[config.mk]
export PLATFORM = sky130hd
export DESIGN_NAME = pc_gen_flat
export DESIGN_NICKNAME = d
export VERILOG_FILES = /design/src/rtl/npc_pkg.sv /design/src/rtl/pc_gen_if.sv /design/src/rtl/pc_gen_next.sv /design/src/rtl/pc_gen.sv /design/src/flat_wrapper.sv
export SDC_FILE = /design/constraint.sdc
export NUM_CORES = 1
export LEC_CHECK = 0
export CAP_MARGIN = 25
export CORE_ASPECT_RATIO = 0.8
export CORE_MARGIN = 2
export CORE_UTILIZATION = 42
export DETAILED_ROUTE_END_ITERATION = 8
export PLACE_DENSITY = 0.73
export SETUP_SLACK_MARGIN = 0.3
export SLEW_MARGIN = 5
export SYNTH_ARGS = -nofsm -noshare
export SYNTH_HDL_FRONTEND = slang
export SYNTH_SLANG_ARGS = --single-unit
[constraint.sdc]
create_clock -name clk -period 4.3 [get_ports clk]
set_input_delay 0.645 -clock clk [delete_from_list [all_inputs] [get_ports clk]]
set_output_delay 0.645 -clock clk [all_outputs]
set_load 0.1 [all_outputs]
[src/rtl/npc_pkg.sv]
// Shared definitions for the NPC fetch front end: FSM state encoding and
// default widths, reset vector and sequential PC step.
package npc_pkg;

    localparam int          XLEN_DEF      = 32;
    localparam int          ILEN_DEF      = 32;
    localparam logic [31:0] RESET_VEC_DEF = 32'h8000_0000;
    localparam int          STEP_DEF      = 4;

    typedef enum logic [1:0] {
        S_IDLE = 2'd0,
        S_REQ  = 2'd1,
        S_WAIT = 2'd2,
        S_HOLD = 2'd3
    } pc_state_e;

endpackage

[src/rtl/pc_gen_if.sv]
// Fetch bus and decode hand-off seen by pc_gen: the request/response channel
// towards IMEM and the buffered instruction towards the IDU.
interface pc_gen_if
    import npc_pkg::*;
#(
    parameter int XLEN = XLEN_DEF,
    parameter int ILEN = ILEN_DEF
);
    logic            if_req_valid;
    logic [XLEN-1:0] if_req_addr;
    logic            if_req_ready;
    logic            if_resp_valid;
    logic [ILEN-1:0] if_resp_data;
    logic            inst_valid;
    logic [ILEN-1:0] inst;
    logic [XLEN-1:0] inst_pc;
    logic            inst_ready;

    modport master (
        output if_req_valid, if_req_addr, inst_valid, inst, inst_pc,
        input  if_req_ready, if_resp_valid, if_resp_data, inst_ready
    );

    modport slave (
        input  if_req_valid, if_req_addr, inst_valid, inst, inst_pc,
        output if_req_ready, if_resp_valid, if_resp_data, inst_ready
    );
endinterface

[src/rtl/pc_gen_next.sv]
// Combinational next-PC select (trap > redirect > pc+STEP > hold) and target
// alignment check; the check only exists when PC_GEN_MISALIGN_CHECK_EN is defined.
module pc_gen_next
    import npc_pkg::*;
#(
    parameter int XLEN = XLEN_DEF,
    parameter int STEP = STEP_DEF
) (
    input  logic [XLEN-1:0] pc,
    input  logic            advance,
    input  logic            trap_valid,
    input  logic [XLEN-1:0] trap_target,
    input  logic            redirect_valid,
    input  logic [XLEN-1:0] redirect_target,
    output logic [XLEN-1:0] next_pc,
    output logic            redirect,
    output logic            target_misaligned
);

    // The increment wraps naturally at 2^XLEN, so the last word rolls over to 0.
    always_comb begin
        redirect = trap_valid || redirect_valid;
        if (trap_valid)
            next_pc = trap_target;
        else if (redirect_valid)
            next_pc = redirect_target;
        else if (advance)
            next_pc = pc + XLEN'(STEP);
        else
            next_pc = pc;
    end

`ifdef PC_GEN_MISALIGN_CHECK_EN
    assign target_misaligned = redirect && (next_pc[1:0] != 2'b00);
`else
    assign target_misaligned = 1'b0;
`endif

endmodule

[src/rtl/pc_gen.sv]
// PC generator and single-outstanding instruction fetch front end for the NPC core.
// Optional misaligned-target trapping is enabled with PC_GEN_MISALIGN_CHECK_EN.
module pc_gen
    import npc_pkg::*;
#(
    parameter int            XLEN      = XLEN_DEF,
    parameter int            ILEN      = ILEN_DEF,
    parameter logic [XLEN-1:0] RESET_VEC = XLEN'(RESET_VEC_DEF),
    parameter int            STEP      = STEP_DEF
) (
    input  logic            clk,
    input  logic            rst,
    input  logic            stall,
    input  logic            redirect_valid,
    input  logic [XLEN-1:0] redirect_target,
    input  logic            trap_valid,
    input  logic [XLEN-1:0] trap_target,
    pc_gen_if.master        bus,
    output logic            misalign
);

    pc_state_e       state;
    logic [XLEN-1:0] pc;
    logic [XLEN-1:0] req_addr;
    logic            kill;
    logic [ILEN-1:0] inst_q;
    logic [XLEN-1:0] inst_pc_q;
    logic            misalign_q;
    logic            misalign_d;
    logic [XLEN-1:0] next_pc;
    logic            redirect;
    logic            target_misaligned;
    logic            advance;
    pc_state_e       resume_state;

    assign advance = (state == S_HOLD) && bus.inst_ready;

    pc_gen_next #(
        .XLEN (XLEN),
        .STEP (STEP)
    ) u_next (
        .pc                (pc),
        .advance           (advance),
        .trap_valid        (trap_valid),
        .trap_target       (trap_target),
        .redirect_valid    (redirect_valid),
        .redirect_target   (redirect_target),
        .next_pc           (next_pc),
        .redirect          (redirect),
        .target_misaligned (target_misaligned)
    );

    // A misaligned target parks the fetcher until a clean trap redirect arrives.
    always_comb begin
        misalign_d = misalign_q;
        if (redirect) begin
            if (target_misaligned)
                misalign_d = 1'b1;
            else if (trap_valid)
                misalign_d = 1'b0;
        end
    end

    assign resume_state = (stall || misalign_d) ? S_IDLE : S_REQ;

    always_ff @(posedge clk or posedge rst) begin
        if (rst) begin
            state      <= S_IDLE;
            pc         <= RESET_VEC;
            req_addr   <= RESET_VEC;
            kill       <= 1'b0;
            inst_q     <= '0;
            inst_pc_q  <= RESET_VEC;
            misalign_q <= 1'b0;
        end else begin
            pc         <= next_pc;
            misalign_q <= misalign_d;
            unique case (state)
                S_IDLE: begin
                    state    <= resume_state;
                    req_addr <= next_pc;
                end
                // A valid request must complete even when redirected; it is killed instead.
                S_REQ: begin
                    if (redirect)
                        kill <= 1'b1;
                    if (bus.if_req_ready)
                        state <= S_WAIT;
                end
                S_WAIT: begin
                    if (bus.if_resp_valid) begin
                        if (kill || redirect) begin
                            kill     <= 1'b0;
                            state    <= resume_state;
                            req_addr <= next_pc;
                        end else begin
                            inst_q    <= bus.if_resp_data;
                            inst_pc_q <= pc;
                            state     <= S_HOLD;
                        end
                    end else if (redirect) begin
                        kill <= 1'b1;
                    end
                end
                S_HOLD: begin
                    if (redirect || bus.inst_ready) begin
                        state    <= resume_state;
                        req_addr <= next_pc;
                    end
                end
                default: state <= S_IDLE;
            endcase
        end
    end

    assign bus.if_req_valid = (state == S_REQ);
    assign bus.if_req_addr  = req_addr;
    assign bus.inst_valid   = (state == S_HOLD);
    assign bus.inst         = inst_q;
    assign bus.inst_pc      = inst_pc_q;

`ifdef PC_GEN_MISALIGN_CHECK_EN
    assign misalign = misalign_q;
`else
    assign misalign = 1'b0;
`endif

endmodule
[src/flat_wrapper.sv]
// flat-port wrapper written by rule: the top's interface ports become plain ports
module pc_gen_flat import npc_pkg::*;
#(
    parameter int            XLEN      = XLEN_DEF,
    parameter int            ILEN      = ILEN_DEF,
    parameter logic [XLEN-1:0] RESET_VEC = XLEN'(RESET_VEC_DEF),
    parameter int            STEP      = STEP_DEF
)
  (clk, rst, stall, redirect_valid, redirect_target, trap_valid, trap_target, misalign, bus_if_req_valid, bus_if_req_addr, bus_inst_valid, bus_inst, bus_inst_pc, bus_if_req_ready, bus_if_resp_valid, bus_if_resp_data, bus_inst_ready);
  pc_gen_if #(.XLEN(XLEN), .ILEN(ILEN)) bus_i ();
  input  logic clk;
  input  logic rst;
  input  logic stall;
  input  logic redirect_valid;
  input  logic [XLEN-1:0] redirect_target;
  input  logic trap_valid;
  input  logic [XLEN-1:0] trap_target;
  output logic misalign;
  output wire logic [$bits(bus_i.if_req_valid)-1:0] bus_if_req_valid;
  output wire logic [$bits(bus_i.if_req_addr)-1:0] bus_if_req_addr;
  output wire logic [$bits(bus_i.inst_valid)-1:0] bus_inst_valid;
  output wire logic [$bits(bus_i.inst)-1:0] bus_inst;
  output wire logic [$bits(bus_i.inst_pc)-1:0] bus_inst_pc;
  input wire logic [$bits(bus_i.if_req_ready)-1:0] bus_if_req_ready;
  input wire logic [$bits(bus_i.if_resp_valid)-1:0] bus_if_resp_valid;
  input wire logic [$bits(bus_i.if_resp_data)-1:0] bus_if_resp_data;
  input wire logic [$bits(bus_i.inst_ready)-1:0] bus_inst_ready;
  assign bus_if_req_valid = bus_i.if_req_valid;
  assign bus_if_req_addr = bus_i.if_req_addr;
  assign bus_inst_valid = bus_i.inst_valid;
  assign bus_inst = bus_i.inst;
  assign bus_inst_pc = bus_i.inst_pc;
  assign bus_i.if_req_ready = bus_if_req_ready;
  assign bus_i.if_resp_valid = bus_if_resp_valid;
  assign bus_i.if_resp_data = bus_if_resp_data;
  assign bus_i.inst_ready = bus_inst_ready;
  pc_gen #(.XLEN(XLEN), .ILEN(ILEN), .RESET_VEC(RESET_VEC), .STEP(STEP)) u_core (.clk(clk), .rst(rst), .stall(stall), .redirect_valid(redirect_valid), .redirect_target(redirect_target), .trap_valid(trap_valid), .trap_target(trap_target), .bus(bus_i), .misalign(misalign));
endmodule
======== Yosys cells after proc, flatten, opt, wreduce, memory -nomap -nowiden ========
Index checks and enable logic that the tools add are counted.
storage, ports and cells
  register bits after elaboration ......... 132
  logic and storage cells ................. 48
cells by class
  add/sub/neg operators ................... 1
  muxes and demuxes ....................... 19
  eq/ne operators ......................... 8
  reductions and logical operators ........ 12
  bitwise logic cells ..................... 1
operators by type and width
  kind                   count
  $mux 32                6
  $pmux 32 s3            1
  $add 32x3->32 const B  1
  $mux 2                 4
  $pmux 2 s4             1
  $mux 1                 6
  $ne 2x1->1 const B     3
  $reduce_and 3->1       2
  $eq 2x2->1 const B     2
  $logic_or 1x1->1       4
  $reduce_and 4->1       1
  $ne 3x2->1 const B     1
  $reduce_bool 3->1      1
  $eq 2x1->1 const B     1
  $logic_not 2->1        1
  $ne 2x2->1 const B     1
  $pmux 1 s2             1
  $reduce_and 2->1       1
  $reduce_bool 2->1      1
  $logic_and 1x1->1      1
  $not 1->1              1

======== Depth between registers and ports, before layout ========
  depth in word-level cells ............... 8
  depth in mapped cells ................... 8
  mapped depth without buffers ............ 7

======== Cells and area by module ========
From an unflattened synthesis, not the netlist that was laid out.
second synthesis, totals
  cell total of the unflattened synthesis .. 469
  area total of the unflattened synthesis .. 6,004.5 µm²
by module, submodules not included
  module       area each (µm²)  times used  cells an instance  sequential area each (µm²)
  pc_gen       4,755.8          1           276                3,306.9
  pc_gen_next  1,248.7          1           193                0.0

======== Worst setup path before layout ========
Ideal clock, no wire load.
  path type ............................... register -> register
  start ................................... register u_core.state[0]
  end ..................................... register u_core.req_addr[28] (netlist: u_core.bus.if_req_addr[28])
  required time ........................... 4,161 ps
  setup slack ............................. 1,639 ps
  library setup time ...................... 139 ps
  data arrival time ....................... 2,523 ps
  clock period less this slack ............ 2,661 ps
  cell stages (with the launch flop) ...... 7
  cell sequence ........................... dfrtp_1 ha_1 nand3_1 nor4_1 nand4_1 xor2_1 o221ai_1
between the ends
  longest elaborated chain between the ends .. 8
  elaborated cells on any way between the ends .. 16
RTL lines
  what                    RTL line            text
  from (decl)             pc_gen.sv:22        pc_state_e state;
  from (signal assigned)  pc_gen.sv:80        state <= resume_state;
  from (signal assigned)  pc_gen.sv:94        state <= resume_state;
  from (signal assigned)  pc_gen.sv:107       state <= resume_state;
  $eq 2x2->1 *            n/a
  via bus_inst_valid      flat_wrapper.sv:21  output wire logic [$bits(bus_i.inst_valid)-1:0] bus_inst_valid;
  $logic_and 1x1->1       pc_gen.sv:36        assign advance = (state == S_HOLD) && bus.inst_ready;
  $mux 32                 pc_gen_next.sv:27   else if (advance)
  $mux 32                 pc_gen_next.sv:25   else if (redirect_valid)
  $mux 32                 pc_gen_next.sv:23   if (trap_valid)
  $mux 32                 pc_gen.sv:92        if (kill || redirect) begin
  $mux 32                 pc_gen.sv:91        if (bus.if_resp_valid) begin
  $pmux 32 s3             pc_gen.sv:78        unique case (state)
  to (signal assigned)    pc_gen.sv:81        req_addr <= next_pc;
  to (signal assigned)    pc_gen.sv:95        req_addr <= next_pc;
  to (signal assigned)    pc_gen.sv:108       req_addr <= next_pc;
  to (decl)               pc_gen.sv:24        logic [XLEN-1:0] req_addr;
Mark *: on every way through the listed nets, which the timed path passes. The rest lies on a longest branch. The select of a mux whose other input is x is not followed.
A chain may end at the register's enable or synchronous reset.

======== Worst setup path after layout ========
  start ................................... register u_core.state[1]
  end ..................................... output bus_if_req_valid
between the ends
  longest elaborated chain between the ends .. 1
RTL lines
  what        RTL line            text
  $eq 2x1->1  pc_gen.sv:116       assign bus.if_req_valid = (state == S_REQ);
  to (decl)   flat_wrapper.sv:19  output wire logic [$bits(bus_i.if_req_valid)-1:0] bus_if_req_valid;
Every way passes these cells.

==> impl_summary.log <==
INFO  metric post-layout-total-power = 5.55 mW
INFO  metric fin_ws = 1210 ps
INFO  metric syn_area_per_cell = 11.6 sq um
INFO  metric via_count_of_the_first_global_routing_pass = 5118
INFO  metric clock_sink_count = 132
INFO  metric postRouteWirelength = 17.3 mm
INFO  metric setup_violations = 0
INFO  metric layout.filler_cells = 1135
INFO  metric die-area = 0.0157 sq mm
INFO  metric antenna_violating_nets_post_route = 0
INFO  metric synth_edf_count = 0
INFO  metric antenna_found_initial = 0
INFO  metric root_buffer = sky130_fd_sc_hd__clkbuf_16
INFO  metric cpLargestDelayFamily = buffers and inverters
INFO  metric core = 0.0143 sq mm
INFO  metric port_buffers = 201
INFO  metric cts_resized = 0
INFO  metric cts_tree = built
INFO  metric startpoint_class_of_the_critical_path = flop
INFO  metric outcome = completed
INFO  metric synthDominantCellAreaShare = 0.524
INFO  metric cellPowerDensity = 621 mW/mm^2
INFO  metric power.switching_fraction = 0.448
INFO  metric maxCapViolations = 0
INFO  metric setup.worst_path.end_class = output port
INFO  metric crit_path_top_delay_cell = sky130_fd_sc_hd__clkdlybuf4s50_1
INFO  metric slew_viol_final = 0
INFO  metric final_worst_clock_skew = 5.36 ps
INFO  metric cts_post_setup_buffers_inserted = 0
INFO  metric yosys.cell_types.count = 61
INFO  metric yosysSeqAreaShare = 0.537
INFO  metric fmax = 324 MHz
INFO  metric insertion_delay = 410 ps
INFO  metric relSlewSlack = 0.314
INFO  metric placementRows = 39
INFO  metric crit_arrival = 2440 ps
INFO  metric max_slew.worst_pin.slew = 1030 ps
INFO  metric power_switching = 2.48 mW
INFO  metric die_y = 112 um
INFO  metric diodes = 0
INFO  metric postSynth.asyncResetShare = 1.00
INFO  metric routed_wire_length_per_instance = 18.7 um
INFO  metric cts_made_buffers = 17
INFO  metric postLayoutCellArea = 0.00893 sq mm
INFO  metric global_route_wire_length_before_repair = 27.5 mm
INFO  metric rsz0062_at_grt = no
INFO  metric yosys_warnings = 0
INFO  metric num_vias = 5113
INFO  metric post_route_minimum_period = 3090 ps
INFO  metric nNetsFinal = 837
INFO  metric cell_chain_critical_path = inv_1, ha_1, clkdlybuf4s50_1
INFO  metric clkSlewWorstSetupHoldPaths = 50 ps
INFO  metric drive_gt1_frac = 0.181
INFO  metric place_congestion = 0.859
INFO  metric area_growth_syn_to_layout = 44.9%
INFO  metric post_drt_via_cell_ratio = 5.53
INFO  metric cts_htree_levels = 4
INFO  metric grt_use_total = 0.223
INFO  metric syn_inst = 530
INFO  metric power_frac_comb = 0.438
INFO  metric critical_path.max_stage_delay = 1230 ps
INFO  metric worst_path_class_setup = flop to output port
INFO  metric die_x = 139 um
INFO  metric floorplan.io_pins = 203
INFO  metric post_dp_cell_area = 0.00831 sq mm
INFO  metric setup-tns-final = 0 ps
INFO  metric cp_data_required_time = 3650 ps
INFO  metric synth.ff_latch_count = 132
INFO  metric p_leak = 3.87 nW
INFO  metric dp.final_hpwl = 12.5 mm
INFO  metric drt_iter0_drc = 345
INFO  metric yosysTopAreaCell = sky130_fd_sc_hd__dfrtp_1
INFO  metric post_synth_main_area_contributors = sky130_fd_sc_hd__dfrtp_1 (52%), sky130_fd_sc_hd__mux2_2 (14%), sky130_fd_sc_hd__nand2_1 (2.9%), sky130_fd_sc_hd__o21ai_0 (2.4%), sky130_fd_sc_hd__a22oi_1 (1.9%)
INFO  metric crit_fanout = 6
INFO  metric grt_start_max_net_pins = 133
INFO  metric final_common_cell = sky130_fd_sc_hd__clkdlybuf4s50_1
INFO  metric mostFrequentLayoutCells = sky130_fd_sc_hd__clkdlybuf4s50_1 (200), sky130_fd_sc_hd__dfrtp_1 (129), sky130_fd_sc_hd__mux2_2 (74)
INFO  metric drt_pre_antenna_iters = 5
INFO  metric syn_area = 0.00616 sq mm
INFO  metric ir_worst_vdd = 0.482 mV
INFO  metric final_report_hold_violation_count = 0
INFO  metric cts_buffer_depth = 2
INFO  metric ys_dominant_reg_cell = sky130_fd_sc_hd__dfrtp_1
INFO  metric synth_nets = 638
INFO  metric final.period_utilization = 0.718
INFO  metric preCtsSetupSlack = 1150 ps
INFO  metric p_int = 3.06 mW
INFO  metric critical_path_buf_inv_count = 2
INFO  metric holdBufCountCts = 0
INFO  metric p_clk_frac = 0.270
INFO  metric timing.hold.worst.class = flop to flop
INFO  metric drc = 0
INFO  metric power.sequential.fraction = 0.292
INFO  metric grt_remaining_overflow = 0
INFO  metric start_util = 0.431
==> final cells by class <==
class	instances	area [sq um]	area share
clock inverters	9	125	0.0140
clock buffers	22	494	0.0554
inverters	9	37.5	0.00420
well taps	184	230	0.0258
multi-input cells	359	2650	0.297
repair buffers	210	2090	0.234
flip-flops and latches	132	3310	0.370
==> worst paths after layout <==
check	slack [ps]	cells past startpoint	from	endpoint
setup / recovery	1210	3	u_core.state[1]	bus_if_req_valid
hold / removal	470	2	u_core.bus.if_req_addr[0]	u_core.bus.if_req_addr[0]
setup reg to reg	1760	5	u_core.state[0]	u_core.bus.if_req_addr[25]
hold reg to reg	470	2	u_core.bus.if_req_addr[0]	u_core.bus.if_req_addr[0]
max in group asynchronous	2960	3	rst	u_core.bus.inst[14]
min in group asynchronous	750	3	rst	u_core.bus.inst[30]
==> kinds of logic after synthesis <==
family          count (synthesis)  synth area share
compound gates                 95             0.100
xor+xnor                       16            0.0227
buf+inv                        39            0.0339
other cells                     1          0.000608
fa+ha+maj                       4           0.00812
mux                            86             0.157
simple gates                  157             0.141
flops                         132             0.537
==> power by group through the flow <==
stage               combinational (mW)  clock, mW  sequential, mW
floorplan                        0.517          0            2.89
global route                      2.52       1.58            1.65
global placement                  2.40          0            1.64
detailed placement                2.43          0            1.64
CTS                               2.44       1.52            1.62
finish                            2.43       1.50            1.62
==> stage by stage <==
stage | hold slack [ps] | std cells | util
floorplan | 479 | 530 | -
global placement | 471 | 894 | 0.581
detailed placement | 464 | 894 | 0.581
CTS | 478 | 925 | 0.624
global route | 500 | 925 | 0.624
finish | 470 | 925 | 0.624
==> worst register-to-register path: cells and delay by family (launching register included) <==
family                   cells  cell delay (ps)
AO/OA/AOI/OAI                1              180
AND/OR/NAND/NOR              3             1570
adder cells (fa/ha/maj)      1              310
flip-flops                   1              400
==> synthesized netlist by cell type, types with 6 or more instances <==
| cell type | count |
|---|---|
| sky130_fd_sc_hd__nand2_1 | 47 |
| sky130_fd_sc_hd__o22ai_1 | 6 |
| sky130_fd_sc_hd__mux2i_1 | 6 |
| sky130_fd_sc_hd__and3_1 | 8 |
| sky130_fd_sc_hd__mux2_2 | 74 |
| sky130_fd_sc_hd__nand4_1 | 16 |
| sky130_fd_sc_hd__buf_6 | 6 |
| sky130_fd_sc_hd__xnor2_1 | 7 |
| sky130_fd_sc_hd__nor3_1 | 7 |
| sky130_fd_sc_hd__a31oi_1 | 6 |
| sky130_fd_sc_hd__o21ai_0 | 29 |
| sky130_fd_sc_hd__xor2_1 | 9 |
| sky130_fd_sc_hd__a22oi_1 | 16 |
| sky130_fd_sc_hd__dfrtp_1 | 129 |
| sky130_fd_sc_hd__inv_1 | 8 |
| sky130_fd_sc_hd__nor2_1 | 21 |
| sky130_fd_sc_hd__nand3_1 | 17 |
| sky130_fd_sc_hd__nor4_1 | 7 |
| sky130_fd_sc_hd__a21oi_1 | 13 |
| sky130_fd_sc_hd__clkbuf_1 | 13 |
==> flip-flops by register name, summed over array words and instances (netlist names) <==
register / flops
u_core.bus.inst_pc: 32
u_core.kill: 1
u_core.misalign_q: 1
u_core.bus.inst: 32
u_core.state: 2
u_core.bus.if_req_addr: 32
u_core.pc: 32
==> layer usage <==
layer,up-vias,global-route usage,part of all wire
li1,2349,-,-
met1,2532,0.305,0.44
met2,212,0.342,0.46
met3,20,0.0695,0.083
met4,0,0.0741,0.011
met5,-,0,0
(Power assumes the default switching activity.)
